## config.mk

```make
export PLATFORM = sky130hd
export DESIGN_NAME = fifo_tx_flex_flat
export DESIGN_NICKNAME = d
export VERILOG_FILES = /design/src/rtl/fifo_tx_flex_pkg.sv /design/src/rtl/fifo_tx_flex_if.sv /design/src/rtl/fifo_tx_flex_ram.sv /design/src/rtl/fifo_tx_flex.sv /design/src/flat_wrapper.sv
export SDC_FILE = /design/constraint.sdc
export NUM_CORES = 1
export LEC_CHECK = 0
export CORE_ASPECT_RATIO = 1.25
export CORE_MARGIN = 4
export CORE_UTILIZATION = 50
export DETAILED_ROUTE_END_ITERATION = 10
export HOLD_SLACK_MARGIN = 0.08
export PLACE_DENSITY_LB_ADDON = 0.15
export SKIP_CTS_REPAIR_TIMING = 1
export SLEW_MARGIN = 5
export SYNTH_ARGS = -nofsm -noshare
export SYNTH_HDL_FRONTEND = slang
export SYNTH_SLANG_ARGS = --single-unit
```

## constraint.sdc

```tcl
create_clock -name clock -period 4.65 [get_ports clock]
set_input_delay 0.93 -clock clock [delete_from_list [all_inputs] [get_ports clock]]
set_output_delay 0.93 -clock clock [all_outputs]
set_load 0.02 [all_outputs]
```

## src/rtl/fifo_tx_flex_pkg.sv

```systemverilog
// rtl/fifo_tx_flex_pkg.sv - shared constants and helpers for the flexible SpaceWire TX FIFO
//
// Purpose : N-Char encoding constants and the depth derivation helper used by
//           the FIFO top level and its testbench.
// Ports   : none (package).
package fifo_tx_pkg;

  // Native N-Char width; the MSB flags a control character.
  localparam int NCHAR_WIDTH = 9;
  localparam int CTRL_BIT    = NCHAR_WIDTH - 1;

  // End-of-packet markers as they appear in the 9-bit stream.
  localparam logic [NCHAR_WIDTH-1:0] EOP = 9'h100;
  localparam logic [NCHAR_WIDTH-1:0] EEP = 9'h101;

  // Number of storage words for a given address width.
  function automatic int depth_of(input int awidth);
    return 1 << awidth;
  endfunction

endpackage

```

## src/rtl/fifo_tx_flex_if.sv

```systemverilog
// rtl/fifo_tx_flex_if.sv - host/encoder bus bundle for the flexible TX FIFO
//
// Purpose : groups the write, read, flush, status and occupancy signals.
// Modports: master - host/encoder side (drives flush, wr_en, data_in, rd_en)
//           slave  - FIFO side (drives data_out, write_tx, flags, overflow, counter)
interface fifo_tx_flex_if #(
  parameter int DWIDTH = 9,
  parameter int AWIDTH = 6
);

  logic              flush;
  logic              wr_en;
  logic [DWIDTH-1:0] data_in;
  logic              rd_en;
  logic [DWIDTH-1:0] data_out;
  logic              write_tx;
  logic              f_full;
  logic              f_almost_full;
  logic              f_empty;
  logic              overflow;
  logic [AWIDTH:0]   counter;

  modport master (
    output flush, wr_en, data_in, rd_en,
    input  data_out, write_tx, f_full, f_almost_full, f_empty, overflow, counter
  );

  modport slave (
    input  flush, wr_en, data_in, rd_en,
    output data_out, write_tx, f_full, f_almost_full, f_empty, overflow, counter
  );

endinterface

```

## src/rtl/fifo_tx_flex_ram.sv

```systemverilog
// rtl/fifo_tx_flex_ram.sv - simple dual-port storage array for the TX FIFO
//
// Purpose : one synchronous write port and one read port whose address is
//           registered; read data follows the registered address
//           combinationally. No reset on the array or the address register.
// Ports   : clock   - rising-edge clock
//           we_i    - write enable
//           waddr_i - write address
//           wdata_i - write data
//           raddr_i - read address, captured on the clock edge
//           rdata_o - word at the captured read address
module fifo_tx_flex_ram #(
  parameter int DWIDTH = 9,
  parameter int AWIDTH = 6
) (
  input  logic              clock,
  input  logic              we_i,
  input  logic [AWIDTH-1:0] waddr_i,
  input  logic [DWIDTH-1:0] wdata_i,
  input  logic [AWIDTH-1:0] raddr_i,
  output logic [DWIDTH-1:0] rdata_o
);

  logic [DWIDTH-1:0] mem_q [2**AWIDTH];
  logic [AWIDTH-1:0] raddr_q;

  always_ff @(posedge clock) begin
    if (we_i) begin
      mem_q[waddr_i] <= wdata_i;
    end
    raddr_q <= raddr_i;
  end

  assign rdata_o = mem_q[raddr_q];

endmodule

```

## src/rtl/fifo_tx_flex.sv

```systemverilog
// rtl/fifo_tx_flex.sv - parametrised show-ahead SpaceWire transmit FIFO
//
// Purpose : buffers N-Chars from the host toward the TX encoder with a
//           one-entry prefetch register on the output, exact occupancy,
//           almost-full, overflow pulse and synchronous flush.
// Ports   : clock - rising-edge clock
//           reset - asynchronous active-high reset
//           bus   - fifo_tx_flex_if.slave (flush, wr_en, data_in, rd_en in;
//                   data_out, write_tx, f_full, f_almost_full, f_empty,
//                   overflow, counter out)
// Macro   : FIFO_TX_PACKET_MODE_EN - when defined, write_tx is held off until
//           a complete packet (EOP/EEP marker) is stored or the FIFO is full.
module fifo_tx_flex
  import fifo_tx_pkg::*;
#(
  parameter int DWIDTH   = 9,
  parameter int AWIDTH   = 6,
  parameter int AF_LEVEL = 56
) (
  input  logic          clock,
  input  logic          reset,
  fifo_tx_flex_if.slave bus
);

  localparam int              DEPTH   = depth_of(AWIDTH);
  localparam logic [AWIDTH:0] DEPTH_C = (AWIDTH+1)'(DEPTH);
  localparam logic [AWIDTH:0] AF_C    = (AWIDTH+1)'(AF_LEVEL);
  localparam logic [AWIDTH:0] CNT_ONE = (AWIDTH+1)'(1);
  localparam logic [AWIDTH-1:0] PTR_ONE = AWIDTH'(1);

  logic [AWIDTH-1:0] wr_ptr_q, wr_ptr_d;
  logic [AWIDTH-1:0] rd_ptr_q, rd_ptr_d;
  logic [AWIDTH:0]   count_q, count_d;
  logic [DWIDTH-1:0] dout_q, dout_d;
  logic              ovalid_q, ovalid_d;
  logic              f_full_q, f_full_d;
  logic              f_af_q, f_af_d;
  logic              f_empty_q, f_empty_d;
  logic              overflow_q, overflow_d;

  logic [DWIDTH-1:0] ram_rdata;
  logic [AWIDTH:0]   mem_count;
  logic              accept;
  logic              consume;
  logic              load;
  logic              write_tx;

  // Words still in the array: the prefetch register already holds one of
  // the counted words whenever it is valid.
  assign mem_count = count_q - {{AWIDTH{1'b0}}, ovalid_q};

`ifdef FIFO_TX_PACKET_MODE_EN
  localparam int CB = DWIDTH - 1;

  logic [AWIDTH:0] pkt_q, pkt_d;

  // The f_full escape lets a packet longer than the FIFO drain instead of
  // deadlocking with no marker ever arriving.
  assign write_tx = ovalid_q && ((pkt_q != '0) || f_full_q);

  always_comb begin
    pkt_d = pkt_q;
    if (bus.flush) begin
      pkt_d = '0;
    end else begin
      unique case ({accept && bus.data_in[CB], consume && dout_q[CB]})
        2'b10:   pkt_d = pkt_q + CNT_ONE;
        2'b01:   pkt_d = pkt_q - CNT_ONE;
        default: pkt_d = pkt_q;
      endcase
    end
  end

  always_ff @(posedge clock or posedge reset) begin
    if (reset) begin
      pkt_q <= '0;
    end else begin
      pkt_q <= pkt_d;
    end
  end
`else
  assign write_tx = ovalid_q;
`endif

  always_comb begin
    accept  = bus.wr_en && !f_full_q && !bus.flush;
    consume = bus.rd_en && write_tx && !bus.flush;
    // Refill the prefetch register whenever it is empty or being drained,
    // so back-to-back consumes see no bubble.
    load    = (mem_count != '0) && (!ovalid_q || consume);

    wr_ptr_d   = wr_ptr_q;
    rd_ptr_d   = rd_ptr_q;
    dout_d     = dout_q;
    ovalid_d   = ovalid_q;
    count_d    = count_q;
    overflow_d = 1'b0;

    if (bus.flush) begin
      wr_ptr_d = '0;
      rd_ptr_d = '0;
      ovalid_d = 1'b0;
      count_d  = '0;
    end else begin
      // Registered f_full decides rejection even when a read frees a slot.
      overflow_d = bus.wr_en && f_full_q;
      if (accept) begin
        wr_ptr_d = wr_ptr_q + PTR_ONE;
      end
      if (load) begin
        dout_d   = ram_rdata;
        ovalid_d = 1'b1;
        rd_ptr_d = rd_ptr_q + PTR_ONE;
      end else if (consume) begin
        ovalid_d = 1'b0;
      end
      unique case ({accept, consume})
        2'b10:   count_d = count_q + CNT_ONE;
        2'b01:   count_d = count_q - CNT_ONE;
        default: count_d = count_q;
      endcase
    end

    f_full_d  = (count_d == DEPTH_C);
    f_af_d    = (count_d >= AF_C);
    f_empty_d = (count_d == '0);
  end

  always_ff @(posedge clock or posedge reset) begin
    if (reset) begin
      wr_ptr_q   <= '0;
      rd_ptr_q   <= '0;
      count_q    <= '0;
      dout_q     <= '0;
      ovalid_q   <= 1'b0;
      f_full_q   <= 1'b0;
      f_af_q     <= 1'b0;
      f_empty_q  <= 1'b1;
      overflow_q <= 1'b0;
    end else begin
      wr_ptr_q   <= wr_ptr_d;
      rd_ptr_q   <= rd_ptr_d;
      count_q    <= count_d;
      dout_q     <= dout_d;
      ovalid_q   <= ovalid_d;
      f_full_q   <= f_full_d;
      f_af_q     <= f_af_d;
      f_empty_q  <= f_empty_d;
      overflow_q <= overflow_d;
    end
  end

  // Read address is the next-state pointer so the array output always
  // tracks the current head of the unread region.
  fifo_tx_flex_ram #(
    .DWIDTH (DWIDTH),
    .AWIDTH (AWIDTH)
  ) u_ram (
    .clock   (clock),
    .we_i    (accept),
    .waddr_i (wr_ptr_q),
    .wdata_i (bus.data_in),
    .raddr_i (rd_ptr_d),
    .rdata_o (ram_rdata)
  );

  assign bus.data_out      = dout_q;
  assign bus.write_tx      = write_tx;
  assign bus.f_full        = f_full_q;
  assign bus.f_almost_full = f_af_q;
  assign bus.f_empty       = f_empty_q;
  assign bus.overflow      = overflow_q;
  assign bus.counter       = count_q;

endmodule

```

## src/flat_wrapper.sv

```systemverilog
// flat-port wrapper written by rule: the top's interface ports become plain ports
module fifo_tx_flex_flat import fifo_tx_pkg::*;
#(
  parameter int DWIDTH   = 9,
  parameter int AWIDTH   = 6,
  parameter int AF_LEVEL = 56
)
  (clock, reset, bus_flush, bus_wr_en, bus_data_in, bus_rd_en, bus_data_out, bus_write_tx, bus_f_full, bus_f_almost_full, bus_f_empty, bus_overflow, bus_counter);
  fifo_tx_flex_if #(.DWIDTH(DWIDTH), .AWIDTH(AWIDTH)) bus_i ();
  input  logic clock;
  input  logic reset;
  input wire logic [$bits(bus_i.flush)-1:0] bus_flush;
  input wire logic [$bits(bus_i.wr_en)-1:0] bus_wr_en;
  input wire logic [$bits(bus_i.data_in)-1:0] bus_data_in;
  input wire logic [$bits(bus_i.rd_en)-1:0] bus_rd_en;
  output wire logic [$bits(bus_i.data_out)-1:0] bus_data_out;
  output wire logic [$bits(bus_i.write_tx)-1:0] bus_write_tx;
  output wire logic [$bits(bus_i.f_full)-1:0] bus_f_full;
  output wire logic [$bits(bus_i.f_almost_full)-1:0] bus_f_almost_full;
  output wire logic [$bits(bus_i.f_empty)-1:0] bus_f_empty;
  output wire logic [$bits(bus_i.overflow)-1:0] bus_overflow;
  output wire logic [$bits(bus_i.counter)-1:0] bus_counter;
  assign bus_i.flush = bus_flush;
  assign bus_i.wr_en = bus_wr_en;
  assign bus_i.data_in = bus_data_in;
  assign bus_i.rd_en = bus_rd_en;
  assign bus_data_out = bus_i.data_out;
  assign bus_write_tx = bus_i.write_tx;
  assign bus_f_full = bus_i.f_full;
  assign bus_f_almost_full = bus_i.f_almost_full;
  assign bus_f_empty = bus_i.f_empty;
  assign bus_overflow = bus_i.overflow;
  assign bus_counter = bus_i.counter;
  fifo_tx_flex #(.DWIDTH(DWIDTH), .AWIDTH(AWIDTH), .AF_LEVEL(AF_LEVEL)) u_core (.clock(clock), .reset(reset), .bus(bus_i));
endmodule
```

After elaboration in Yosys (flattened, before gate mapping):

Memory sizes are Yosys's and may differ from the RTL's. A register that Yosys moved wholly into a read port is not among the register bits.
Cells that the tools add are included.

* multiplexer cells: 12
* bitwise logic cells: 1
* equality and inequality tests: 3
* reductions and logical operators: 15
* magnitude comparators: 1
* add/sub/neg operators: 5

Operator list (number)
* $mux W6: 4
* $pmux W7 S2: 1
* $add A6 B1 Y6 const B: 2
* $add A7 B1 Y7 const B: 1
* $eq A7 B7 Y1 const B: 1
* $ge A7 B6 Y1 const B: 1
* $logic_not A7 Y1: 1
* $mux W7: 1
* $reduce_bool A7 Y1: 1
* $sub A7 B1 Y7: 1
* $sub A7 B1 Y7 const B: 1
* $logic_and A1 B1 Y1: 6
* $mux W1: 6
* $logic_not A1 Y1: 3
* $reduce_bool A3 Y1: 1
* $eq A2 B1 Y1 const B: 1
* $eq A2 B2 Y1 const B: 1
* $reduce_and A2 Y1: 1
* $reduce_bool A2 Y1: 1
* $logic_or A1 B1 Y1: 1
* $not A1 Y1: 1

* register bits: 30
* input bits: 14
* bits in writable memories: 576
* memories kept: 1
* word-level logic and storage cells: 47
* output and inout bits: 21

Memories
* u_core.u_ram.mem_q: words 64, bits a word 9, rd ports 1, clocked after memory_dff 1, wr ports 1, RTL line fifo_tx_flex_ram.sv:24 `logic [DWIDTH-1:0] mem_q [2**AWIDTH];`

Logic depth before layout (Yosys ltp):

* depth in word-level cells: 7
* gate-level depth with buffers: 12
* depth with buffers taken out: 11

Hierarchy:

Synthesis repeated with hierarchy kept, for this count alone.

* cell total of the unflattened synthesis: 1185
* area, all modules: 24315.8 um2

By module, submodules not included
* fifo_tx_flex_ram: times used 1, area an instance 22534.1 um2, cells each 1017, sequential area each 17416.7 um2
* fifo_tx_flex: times used 1, area an instance 1781.7 um2, cells each 168, sequential area each 827.0 um2

Worst setup path after synthesis:

Ideal clock, no wire load.

* path kind: in2reg
* from: in bus_flush
* to: reg u_core.f_af_q, in the netlist u_core.bus.f_almost_full
* stages: 12
* buffers on the path: 1
* library setup time: 0.120 ns
* data required time: 4.530 ns
* slack: 0.898 ns
* arrival time: 3.632 ns
* path through: nor3b_1 -> inv_1 -> ha_1 -> buf_4 -> xor2_1 -> ha_1 -> or3b_1 -> a211o_1 -> a22oi_1 -> a311oi_1 -> mux2_4 -> a31o_1

* word-level cells in the longest chain between the ends: 6
* elaborated cells on any way between the ends: 8
* those cells by class: 1 x order compare; 2 x eq/ne; 2 x mux; 3 x reduce/logical

RTL lines
* start, declared: RTL line flat_wrapper.sv:12 `input wire logic [$bits(bus_i.flush)-1:0] bus_flush;`
* $logic_not A1 Y1: RTL line fifo_tx_flex.sv:86, fifo_tx_flex.sv:87
* $logic_and A1 B1 Y1, on equally long branches: RTL line fifo_tx_flex.sv:87, fifo_tx_flex.sv:86
* $eq A2 B1 Y1 / $eq A2 B2 Y1 (equally long branches): RTL line fifo_tx_flex.sv:117 `unique case ({accept, consume})`
* $pmux W7 S2: RTL line fifo_tx_flex.sv:117
* $mux W7 *: RTL line fifo_tx_flex.sv:99 `if (bus.flush) begin`
* net u_core.count_d[6]: RTL line fifo_tx_flex.sv:33 `logic [AWIDTH:0] count_q, count_d;`
* $ge A7 B6 Y1 *: RTL line fifo_tx_flex.sv:125 `f_af_d = (count_d >= AF_C);`
* net u_core.f_af_d: RTL line fifo_tx_flex.sv:37 `logic f_af_q, f_af_d;`
* end signal, assigned: RTL line fifo_tx_flex.sv:137 `f_af_q <= 1'b0;`
* end signal, assigned: RTL line fifo_tx_flex.sv:147 `f_af_q <= f_af_d;`
* end, declared: RTL line fifo_tx_flex.sv:37

Mark *: on every way through the listed nets, which the timed path passes. The rest lies on a longest branch.
A chain may end at the register's enable or synchronous reset.

Worst setup path after layout:

Same ends and word-level chain as after synthesis.

==> impl_metrics.py <==
metrics = {
    "pwr": {
        "power_density_nw_per_um2": 463.7,
        "switching_share_pct": 24.25,
        "p_leak_nw": 8.717,
        "internal_power_mw": 9.685,
        "pwr-share-clk_pct": 36.5,
        "power.share.sequential_pct": 49.5,
        "p_sw_mw": 3.101,
        "combinationalPowerShare_pct": 14.0,
        "ir_worst_vdd_uv": 313.3,
    },
    "global_routing": {
        "antenna_found_initial": 0,
        "grt_overflow_total": 0,
        "grt_max_degree": 65,
        "busiest_layer": "met2",
        "use_met1_pct": 28.68,
        "grt_pass1_wl_um": 77510,
        "first_global_vias": 12059,
        "use_met3_pct": 3.459,
        "use_met2_pct": 32.77,
        "grt_usage_pct": 20.03,
    },
    "synthesis": {
        "netlist.area_leader.share_pct": 71.32,
        "synth_cells": 1197,
        "ys_seq_area_share_pct": 75.23,
        "synth-edff-count": 576,
        "yosysUniqueCellTypes": 54,
        "yosysWarnings": 0,
        "synthFlopType": "edfxtp_1",
        "syn_nets": 1217,
        "synth_top_cell_by_area": "edfxtp_1",
        "ys_ff_latch": 615,
        "postSynthAreaPerCell_um2": 20.26,
        "synthTopCellsByArea": "edfxtp_1, mux4_2, dfrtp_1",
        "async_flop_share_pct": 5.366,
        "synth_area_um2": 24250,
    },
    "worst_setup_path": {
        "path_class": "in -> reg",
        "reg2reg_from": "u_core.bus.f_full",
        "arrival_ns": 4.00,
        "worstReg2RegEnd": "u_core.bus.f_almost_full",
        "crit_start": "bus_flush",
        "rr_worst_depth": 12,
        "rrSetupSlack_ns": 1.55,
        "cp-end-kind": "flip-flop",
        "cp_max_fo": 23,
        "worst_ep_required_time_ns": 5.14,
        "crit_path_end": "u_core.bus.f_almost_full",
        "crit_path_start_kind": "input port",
    },
    "routing": {
        "drt_pre_antenna_iters": 6,
        "vias": 11657,
        "drt_iter0_drc": 876,
        "routed_wl_um": 51070,
        "antenna_left": 0,
        "drc": 0,
        "routedWlPerCell_um": 25.66,
        "post_drt_via_cell_ratio": 5.858,
    },
    "final_layout": {
        "antennaDiodeCount": 0,
        "drive_above_1_share_pct": 25.87,
        "fin_area_um2": 27580,
        "multi_input_area_um2": 5643,
        "seq_area_um2": 18260,
        "nNetsFinal": 1325,
        "final.fill_count": 3505,
        "final_common_cell": "edfxtp_1",
        "final_cell_mix": "edfxtp_1, mux4_2, nor2_1",
        "area_growth_syn_to_layout_pct": 13.70,
        "final_util_pct": 57.99,
    },
    "clocking": {
        "worstSkewPairLatency_ns": 0.61,
        "h-tree-depth": 2,
        "cts_buffer_depth": 3,
        "cts.clk_slew.worst_paths_ns": 0.06,
        "cts_sinks": 615,
        "cts_buffers": 57,
        "cts_root_buffer": "clkbuf_16",
        "cts_tree": "yes",
    },
    "die": {
        "die-area_um2": 52110,
        "die_height_um": 254.2,
        "initial_core_util_pct": 51.00,
        "fp.dieW_um": 205.0,
        "ios": 35,
        "core_um2": 47550,
        "row_count": 89,
    },
    "timing": {
        "fin_crit_sh_pct": 75.56,
        "hold_viol": 0,
        "min_period_ns": 3.514,
        "tightest_slew_ns": 1.296,
        "fin_tns_setup_ns": 0,
        "rsz0062_at_grt": "false",
        "setup_viol": 0,
        "slew_viol_final": 0,
        "skew_ns": 0.02630,
        "fmax_mhz": 284.6,
        "slew_headroom_pct": 13.58,
    },
    "outcome": {
        "status": "finished, final reports clean",
    },
    "place": {
        "port_buffers": 34,
        "dpl_cell_area_um2": 25690,
        "gp_congestion": 0.8145,
        "place_hpwl_um": 31060,
    },
    "worst_hold_path": {
        "hold_path.class": "reg -> reg",
    },
    "flow_run": {
        "max_cap_violations": 0,
    },
}
-- sequential cells by signal, summed over array words and instances, names as in the netlist --
name / cells
u_core.u_ram.mem_q: 576
u_core.bus.f_full: 1
u_core.bus.f_empty: 1
u_core.rd_ptr_q: 6
u_core.bus.f_almost_full: 1
u_core.bus.counter: 7
u_core.bus.data_out: 9
u_core.wr_ptr_q: 6
u_core.bus.write_tx: 1
u_core.bus.overflow: 1
u_core.u_ram.raddr_q: 6
-- per-stage QoR --
stage,instances,worst slack [ns],power (mW),hold WS [ns]
2_1_floorplan,1197,0.8982,7.609,0.5066
3_3_place_gp,1883,0.5888,8.247,0.5238
3_5_place_dp,1883,0.5073,8.266,0.5161
4_1_cts,1990,1.149,12.92,0.5113
5_1_grt,1990,1.019,13.26,0.5233
6_report,1990,1.136,12.79,0.5218
-- worst min-delay path by stage --
stage / to / start / cells past startpoint / slack (ns)
floorplan: u_core.u_ram.raddr_q[5] / u_core.rd_ptr_q[5] / 2 / 0.51
global placement: u_core.bus.data_out[0] / u_core.bus.data_out[0] / 2 / 0.52
detailed placement: u_core.bus.data_out[0] / u_core.bus.data_out[0] / 2 / 0.52
CTS: u_core.u_ram.mem_q[22][4] / bus_data_in[4] / 1 / 0.51
global route: u_core.u_ram.mem_q[22][4] / bus_data_in[4] / 1 / 0.52
finish: u_core.bus.data_out[0] / u_core.bus.data_out[0] / 2 / 0.52
-- critical path, cell delays in order --
cell             delay, ns
clkdlybuf4s50_1       0.47
buf_4                 0.26
inv_1                 0.08
and3_1                0.17
ha_1                  0.21
xor2_1                0.17
ha_1                  0.25
or3b_1                0.37
a211o_1               0.26
a22oi_1               0.18
a311oi_1              0.09
mux2_4                0.36
a31o_1                0.19
-- area by class of cell --
cell class                 instances  area share [%]
inverter                           6         0.08167
tap                              637           2.890
timing repair buffer             117           3.512
multi-input combinational        508           20.46
clock inverter                    36           1.116
clock buffer                      71           5.735
sequential                       615           66.20
-- logic make-up after synthesis --
family / Yosys count / synth area share (%)
AO/OA/AOI/OAI: 96 / 2.791
XOR/XNOR: 15 / 0.5417
adder cells (fa/ha/maj): 6 / 0.3095
buffers and inverters: 74 / 1.506
flip-flops: 615 / 75.23
multiplexers: 196 / 15.60
AND/OR/NAND/NOR: 195 / 4.024
-- cell usage after synthesis (all sizes together) (2+ instances only) --
library cell  number
a211o              3
a211oi            34
a21oi             26
a22oi             10
a311oi             2
a31o               2
and2               2
and3               3
and4               2
buf               43
clkbuf            25
dfrtp             32
dfxtp              6
edfxtp           576
ha                 6
inv                6
mux2              13
mux2i             39
mux4             144
nand2             21
nand2b             8
nand3             16
nand3b             2
nand4              4
nor2              84
nor2b             33
nor3               5
nor3b              3
o21ai              4
o2bb2ai            9
or3                4
or3b               4
xnor2              4
xor2              11
-- power groups by stage --
stage	sequential (mW)	combinational, mW	clock [mW]
floorplan	6.35	1.26	0
global placement	6.44	1.80	0
detailed placement	6.44	1.82	0
CTS	6.33	1.82	4.76
global route	6.35	1.91	5.00
finish	6.32	1.79	4.67
-- layer usage --
metal	up-vias	share of wire (%)
met3	76	5.5
met5	-	0
li1	5114	-
met1	6158	43
met4	0	2.3
met2	309	49
Power figures use the tool's default switching activity.
